File: src/rtl/predict_pc_pkg.sv
// Shared Y86 instruction codes, bus widths and the prediction-source selector
// used by predict_pc and its return-address stack.
`default_nettype none

`ifndef PREDICT_PC_DEFINES
`define PREDICT_PC_DEFINES
`define WORD 31:0
`define BYTE 7:0
`define RAS_DEPTH_DEF 8
`endif

package predict_pc_pkg;

   localparam logic [`BYTE] INOP    = 8'h01;
   localparam logic [`BYTE] IRRMOVL = 8'h02;
   localparam logic [`BYTE] IJXX    = 8'h07;
   localparam logic [`BYTE] ICALL   = 8'h08;
   localparam logic [`BYTE] IRET    = 8'h09;

   typedef enum logic [1:0] {
      SRC_VALP = 2'd0,
      SRC_VALC = 2'd1,
      SRC_RAS  = 2'd2
   } pred_src_e;

   // Jumps and calls always predict taken; a return only trusts a non-empty stack.
   function automatic pred_src_e pred_source(input logic [`BYTE] icode,
                                             input logic         ras_hit);
      if (icode == IJXX || icode == ICALL) begin
         return SRC_VALC;
      end
      if (icode == IRET && ras_hit) begin
         return SRC_RAS;
      end
      return SRC_VALP;
   endfunction

endpackage

`default_nettype wire

File: src/rtl/ras_stack.sv
// Circular return-address stack: pushes overwrite the oldest entry when full,
// pops on empty are ignored, flush empties it. Only compiled when RAS_EN is set.
`default_nettype none

`ifdef RAS_EN
module ras_stack #(
   parameter int DEPTH = `RAS_DEPTH_DEF
)(
   input  logic         clk,
   input  logic         rst,
   input  logic         push,
   input  logic         pop,
   input  logic         flush,
   input  logic [`WORD] data_i,
   output logic [`WORD] top_o,
   output logic [4:0]   count_o
);

   localparam int         AW     = (DEPTH > 1) ? $clog2(DEPTH) : 1;
   localparam logic [4:0] C_FULL = 5'(DEPTH);

   logic [`WORD]  r_mem [DEPTH];
   logic [AW-1:0] r_wp;
   logic [4:0]    r_count;
   logic          w_do_write;

   assign w_do_write = push && !flush && rst;

   always_ff @(posedge clk or negedge rst) begin
      if (!rst) begin
         r_wp    <= '0;
         r_count <= '0;
      end else if (flush) begin
         r_wp    <= '0;
         r_count <= '0;
      end else if (push) begin
         r_wp <= r_wp + 1'b1;
         if (r_count != C_FULL) begin
            r_count <= r_count + 5'd1;
         end
      end else if (pop && r_count != 5'd0) begin
         r_wp    <= r_wp - 1'b1;
         r_count <= r_count - 5'd1;
      end
   end

   // Storage is left uninitialised; the count alone decides what is valid.
   always_ff @(posedge clk) begin
      if (w_do_write) begin
         r_mem[r_wp] <= data_i;
      end
   end

   assign top_o   = r_mem[r_wp - 1'b1];
   assign count_o = r_count;

endmodule
`endif

`default_nettype wire

File: src/rtl/predict_pc.sv
// Fetch-stage PC predictor with optional return-address stack (macro RAS_EN).
// Without RAS_EN returns fall through to valP and the stack outputs read zero.
`default_nettype none

module predict_pc
   import predict_pc_pkg::*;
#(
   parameter int RAS_DEPTH = `RAS_DEPTH_DEF
)(
   input  logic         clk,
   input  logic         rst,
   input  logic [`BYTE] f_icode_i,
   input  logic [`WORD] f_valC_i,
   input  logic [`WORD] f_valP_i,
   input  logic         F_stall_i,
   input  logic [`BYTE] M_icode_i,
   input  logic         M_Cnd_i,
   output logic [`WORD] F_predPC_o,
   output logic [4:0]   ras_count_o,
   output logic         ras_flush_o
);

   logic         w_mispredict;
   logic         w_ras_hit;
   logic [`WORD] w_ras_top;
   logic [`WORD] w_next_pc;
   pred_src_e    w_src;
   logic [`WORD] r_pred_pc;

   assign w_mispredict = (M_icode_i == IJXX) && !M_Cnd_i;

`ifdef RAS_EN
   logic w_push;
   logic w_pop;
   logic r_flush;

   assign w_push = !F_stall_i && (f_icode_i == ICALL);
   assign w_pop  = !F_stall_i && (f_icode_i == IRET);

   ras_stack #(
      .DEPTH   (RAS_DEPTH)
   ) u_ras (
      .clk     (clk),
      .rst     (rst),
      .push    (w_push),
      .pop     (w_pop),
      .flush   (w_mispredict),
      .data_i  (f_valP_i),
      .top_o   (w_ras_top),
      .count_o (ras_count_o)
   );

   always_ff @(posedge clk or negedge rst) begin
      if (!rst) begin
         r_flush <= 1'b0;
      end else begin
         r_flush <= w_mispredict;
      end
   end

   assign w_ras_hit   = (ras_count_o != 5'd0);
   assign ras_flush_o = r_flush;
`else
   logic w_unused_mispredict;

   assign w_unused_mispredict = w_mispredict;
   assign w_ras_hit           = 1'b0;
   assign w_ras_top           = '0;
   assign ras_count_o         = 5'd0;
   assign ras_flush_o         = 1'b0;
`endif

   always_comb begin
      w_src     = pred_source(f_icode_i, w_ras_hit);
      w_next_pc = f_valP_i;
      case (w_src)
         SRC_VALC: w_next_pc = f_valC_i;
         SRC_RAS:  w_next_pc = w_ras_top;
         default:  w_next_pc = f_valP_i;
      endcase
   end

   // A mispredict never touches the prediction; PC selection does the correction.
   always_ff @(posedge clk or negedge rst) begin
      if (!rst) begin
         r_pred_pc <= '0;
      end else if (!F_stall_i) begin
         r_pred_pc <= w_next_pc;
      end
   end

   assign F_predPC_o = r_pred_pc;

endmodule

`default_nettype wire

File: config.mk
export PLATFORM = sky130hd
export DESIGN_NAME = predict_pc
export DESIGN_NICKNAME = d
export VERILOG_FILES = /design/src/rtl/predict_pc_pkg.sv /design/src/rtl/ras_stack.sv /design/src/rtl/predict_pc.sv
export SDC_FILE = /design/constraint.sdc
export NUM_CORES = 1
export LEC_CHECK = 0
export CORE_MARGIN = 1
export CORE_UTILIZATION = 40
export CTS_CLUSTER_DIAMETER = 50
export CTS_CLUSTER_SIZE = 14
export DETAILED_ROUTE_END_ITERATION = 12
export GPL_ROUTABILITY_DRIVEN = 0
export GPL_TIMING_DRIVEN = 0
export MAX_ROUTING_LAYER = met4
export PLACE_DENSITY_LB_ADDON = 0.25
export SETUP_SLACK_MARGIN = 0.2
export SKIP_CTS_REPAIR_TIMING = 1
export SLEW_MARGIN = 15
export SYNTH_ARGS = -nofsm -noshare
export SYNTH_HDL_FRONTEND = slang
export SYNTH_HIERARCHICAL = 1
export SYNTH_SLANG_ARGS = --single-unit
File: constraint.sdc
create_clock -name clk -period 0.9 [get_ports clk]
set_input_delay 0.18 -clock clk [delete_from_list [all_inputs] [get_ports clk]]
set_output_delay 0.18 -clock clk [all_outputs]
set_load 0.01 [all_outputs]
After elaboration in Yosys (flattened, before gate mapping)
Cells that the tools add are included.

word-level totals
  logic and storage cells = 12
  input port bits = 84
  register bits = 32

operators by class
  equal/unequal tests = 4
  muxes and demuxes = 6
  reductions and logical operators = 1

operator list
  cell                  number
  $pmux W32 S2          1
  $eq A8 B3 Y1 const B  1
  $eq A8 B4 Y1 const B  1
  $mux W2               3
  $eq A2 B1 Y1 const B  1
  $eq A2 B2 Y1 const B  1
  $mux W1               2
  $logic_or A1 B1 Y1    1

Longest topological paths before layout
  depth in word-level cells = 8
  depth in mapped cells = 5
  depth with buffers taken out = 3

Least setup slack after synthesis
No wires, ideal clock.

  kind = in2reg
  start = input f_icode_i[5]
  end = register r_pred_pc[0], in the netlist F_predPC_o[0]
  data arrival time = 1166 ps
  slack = -397 ps
  required time = 769 ps
  cell stages on the path = 5
  cell sequence = or4_1 buf_2 buf_6 a22oi_2 nand3_1

between the ends
  word-level cells in the longest chain between the ends = 6

ends and longest elaborated chain
  what                                          RTL line              RTL
  start, declared                               predict_pc.sv:12      input logic [`BYTE] f_icode_i,
  $eq A8 B3 Y1 or $eq A8 B4 Y1 (tied branches)  predict_pc_pkg.sv:29  if (icode == IJXX || icode == ICALL) begin
  $logic_or A1 B1 Y1 (*)                        predict_pc_pkg.sv:29
  $mux W1 (*)                                   predict_pc_pkg.sv:29
  $mux W2 (*)                                   predict_pc_pkg.sv:32  if (icode == IRET && ras_hit) begin
  $eq A2 B2 Y1 or $eq A2 B1 Y1 (tied branches)  predict_pc.sv:76      case (w_src)
  $pmux W32 S2 (*)                              predict_pc.sv:76
  end signal, assigned                          predict_pc.sv:88      r_pred_pc <= w_next_pc;
  end, declared                                 predict_pc.sv:28      logic [`WORD] r_pred_pc;

Mark *: on every way between the ends. The rest lies on a longest branch, timed or not.
A chain may end at the register's enable or synchronous reset.

Worst setup path after layout
  start = input f_icode_i[6]
  end = register r_pred_pc[0], in the netlist F_predPC_o[0]

Same word-level chain as after synthesis.

==> flow_summary.json <==
{
  "run_status": "finished with violations",
  "failing_checks": "hold timing, setup timing",
  "fin_crit_sh": 1.35,
  "critical_path.startpoint_type": "input pin",
  "timing.fmax_mhz": 822,
  "tightest_slew_ps": 754,
  "total_leakage_power_nw": 1.54,
  "worstSkewPairLatency_ps": 280,
  "core_region_area_um2": 5270,
  "floorplan.io_pins": 122,
  "cts-root-buf": "sky130_fd_sc_hd__clkbuf_8",
  "p_sw_mw": 1.31,
  "setup_repair_after_global_routing_missed_its_margin": "true",
  "pwr-share-clk": 0.323,
  "syn_to_final_growth_pct": 63.8,
  "switching_share": 0.276,
  "cts_inserted_buffers": 5,
  "grt_pass1_vias": 2479,
  "cp_data_required_time_ps": 1050,
  "powerDensity_nw_per_um2": 1280,
  "setup_slack_ps": -317,
  "layout.cell_area.non_filler_um2": 3690,
  "hold-worst-slack_ps": -37.2,
  "cts.reportedPaths.clkPinSlew_ps": 70,
  "antennaDiodeCount": 0,
  "synth.yosys.warnings": 6,
  "placement.io_buffers": 105,
  "y_dimension_of_the_die_um": 77.1,
  "initial_utilization": 0.428,
  "maxSlewHeadroom": 0.497,
  "cp.arrival_ps": 1370,
  "holdCritPathClass": "in2async",
  "post_route_cells_drive_above_1_share": 0.361,
  "finalHoldViolCount": 32,
  "drc": 0,
  "grt_max_degree": 33,
  "timing.final.setup_violations": 64,
  "detailroute.via_count": 2561,
  "drt_pre_antenna_iters": 4,
  "minimum_clock_period_ps": 1220,
  "synth-seq-cells": 32,
  "synth_cell_types": 18,
  "power_frac_seq": 0.360,
  "global_route.usage.total": 0.259,
  "rows": 26,
  "grt_antenna_before_repair": 0,
  "vias_per_cell": 5.67,
  "power.combinational.fraction": 0.317,
  "detailedRoute.firstIterationViolations": 172,
  "chip_width_um": 77.1,
  "peakVddDrop_v": 0.000828,
  "grt_pass1_wl_um": 12000,
  "post_synth_instance_area_um2": 2260,
  "timing.final.max_slew_violations": 0,
  "final_core_utilization": 0.701,
  "synth_cells": 237,
  "drt.antenna.violating_nets": 0,
  "cts.sink_count": 32,
  "postSynthAreaPerCell_um2": 9.52,
  "overflow": 0,
  "place_area_um2": 3420,
  "clock_tree.buffer_depth": 2,
  "clock_tree_from_tritoncts": "yes",
  "cts.htree.levels": 2,
  "critPathMaxFanout": 10,
  "wirelength_um": 7650,
  "fin_nets": 465,
  "path_class": "in2reg",
  "avgRoutedWirePerCell_um": 16.9,
  "drv.max_cap_violation_count": 0,
  "setup.worst_path.end_class": "flop",
  "die-area_um2": 5940,
  "largest_register_ff_count": 32,
  "place.detailed.hpwl_um": 5080,
  "synth_seq_area_share": 0.355,
  "internal-power_mw": 3.43,
  "timing.clock.skew_ps": 0
}
[worst max-delay path, stage by stage]
cell and delay [ps]:
sky130_fd_sc_hd__buf_6 100, sky130_fd_sc_hd__or4_4 540, sky130_fd_sc_hd__buf_8 160, sky130_fd_sc_hd__buf_6 150, sky130_fd_sc_hd__a22oi_2 130, sky130_fd_sc_hd__nand3_1 100
[final timing paths]
check                                from             end  slack (ps)  cells past startpoint
max                          f_icode_i[6]   F_predPC_o[0]        -320                      6
min in group clk             f_icode_i[6]  F_predPC_o[28]         370                      5
max in group asynchronous             rst  F_predPC_o[12]         450                      1
min reg2reg                F_predPC_o[12]  F_predPC_o[12]         540                      2
min                                   rst  F_predPC_o[31]         -40                      1
max reg2reg                 F_predPC_o[0]   F_predPC_o[0]         -30                      3
[layout make-up]
cell class	count	area, um^2
buffer	37	263
clock buffer	7	96.3
clock inverter	1	30.0
fill	442	1580
inverter	1	3.75
multi-input combinational	172	1310
sequential	32	801
tap	70	87.6
timing repair buffer	132	1110
[synthesized netlist by cell type]
cell	count	area share
sky130_fd_sc_hd__dfrtp_1	32	0.35
sky130_fd_sc_hd__o2111ai_1	32	0.12
sky130_fd_sc_hd__or4b_1	1	0.0044
sky130_fd_sc_hd__clkbuf_1	16	0.027
sky130_fd_sc_hd__nand4b_1	1	0.0039
sky130_fd_sc_hd__buf_4	6	0.020
sky130_fd_sc_hd__nor4b_2	1	0.0067
sky130_fd_sc_hd__nor2b_1	32	0.089
sky130_fd_sc_hd__a22oi_2	30	0.17
sky130_fd_sc_hd__and4b_1	1	0.0044
sky130_fd_sc_hd__nor4_1	1	0.0028
sky130_fd_sc_hd__buf_2	12	0.027
sky130_fd_sc_hd__buf_6	3	0.015
sky130_fd_sc_hd__conb_1	1	0.0017
sky130_fd_sc_hd__or4_1	1	0.0033
sky130_fd_sc_hd__nand3_1	64	0.14
sky130_fd_sc_hd__inv_1	1	0.0017
sky130_fd_sc_hd__a22oi_1	2	0.0067
[per-layer routing]
metal  up-vias  part of all wire  track usage
li1       1199                 -            -
met1      1227              0.43        0.348
met2       129              0.49        0.416
met3         6             0.075       0.0440
met4         0            0.0050       0.0415
met5         -                 0            -
[cells by family after synthesis]
logic type | Yosys count | synth area share
AOI/OAI and AO/OA | 64 | 0.297
and+or+nand+nor | 102 | 0.256
buffers and inverters | 38 | 0.0898
other | 1 | 0.00166
DFF | 32 | 0.355
[power by group through the flow]
stage,Sequential [mW],Combinational [mW],Clock [mW]
floorplan,1.81,0.539,0
global placement,1.74,1.38,0
detailed placement,1.75,1.41,0
CTS,1.72,1.41,1.55
global route,1.72,1.62,1.61
finish,1.70,1.50,1.53
[metrics by stage]
step / cells / setup slack [ps] / total power, mW / TNS, ps
2_1_floorplan: 242 / -384 / 2.35 / -12060
3_3_place_gp: 417 / -1240 / 3.13 / -77880
3_5_place_dp: 417 / -1250 / 3.15 / -44170
4_1_cts: 425 / -992 / 4.68 / -45670
5_1_grt: 452 / -342 / 4.94 / -13150
6_report: 452 / -317 / 4.74 / -11590
[layout by cell type, fill, tap and decap left out, drive strengths merged]
cell / Yosys / final
dlymetal6s2s: 0 / 2
a22oi: 32 / 32
nand3: 64 / 64
and4b: 1 / 1
conb: 1 / 6
dfrtp: 32 / 32
nor4b: 1 / 1
or4b: 1 / 1
inv: 1 / 1
buf: 21 / 53
nor4: 1 / 1
clkbuf: 16 / 57
clkdlybuf4s50: 0 / 64
o2111ai: 32 / 32
nand4b: 1 / 1
or4: 1 / 1
bufinv: 0 / 1
nor2b: 32 / 32
No activity file was read; power rests on OpenSTA's default activity.
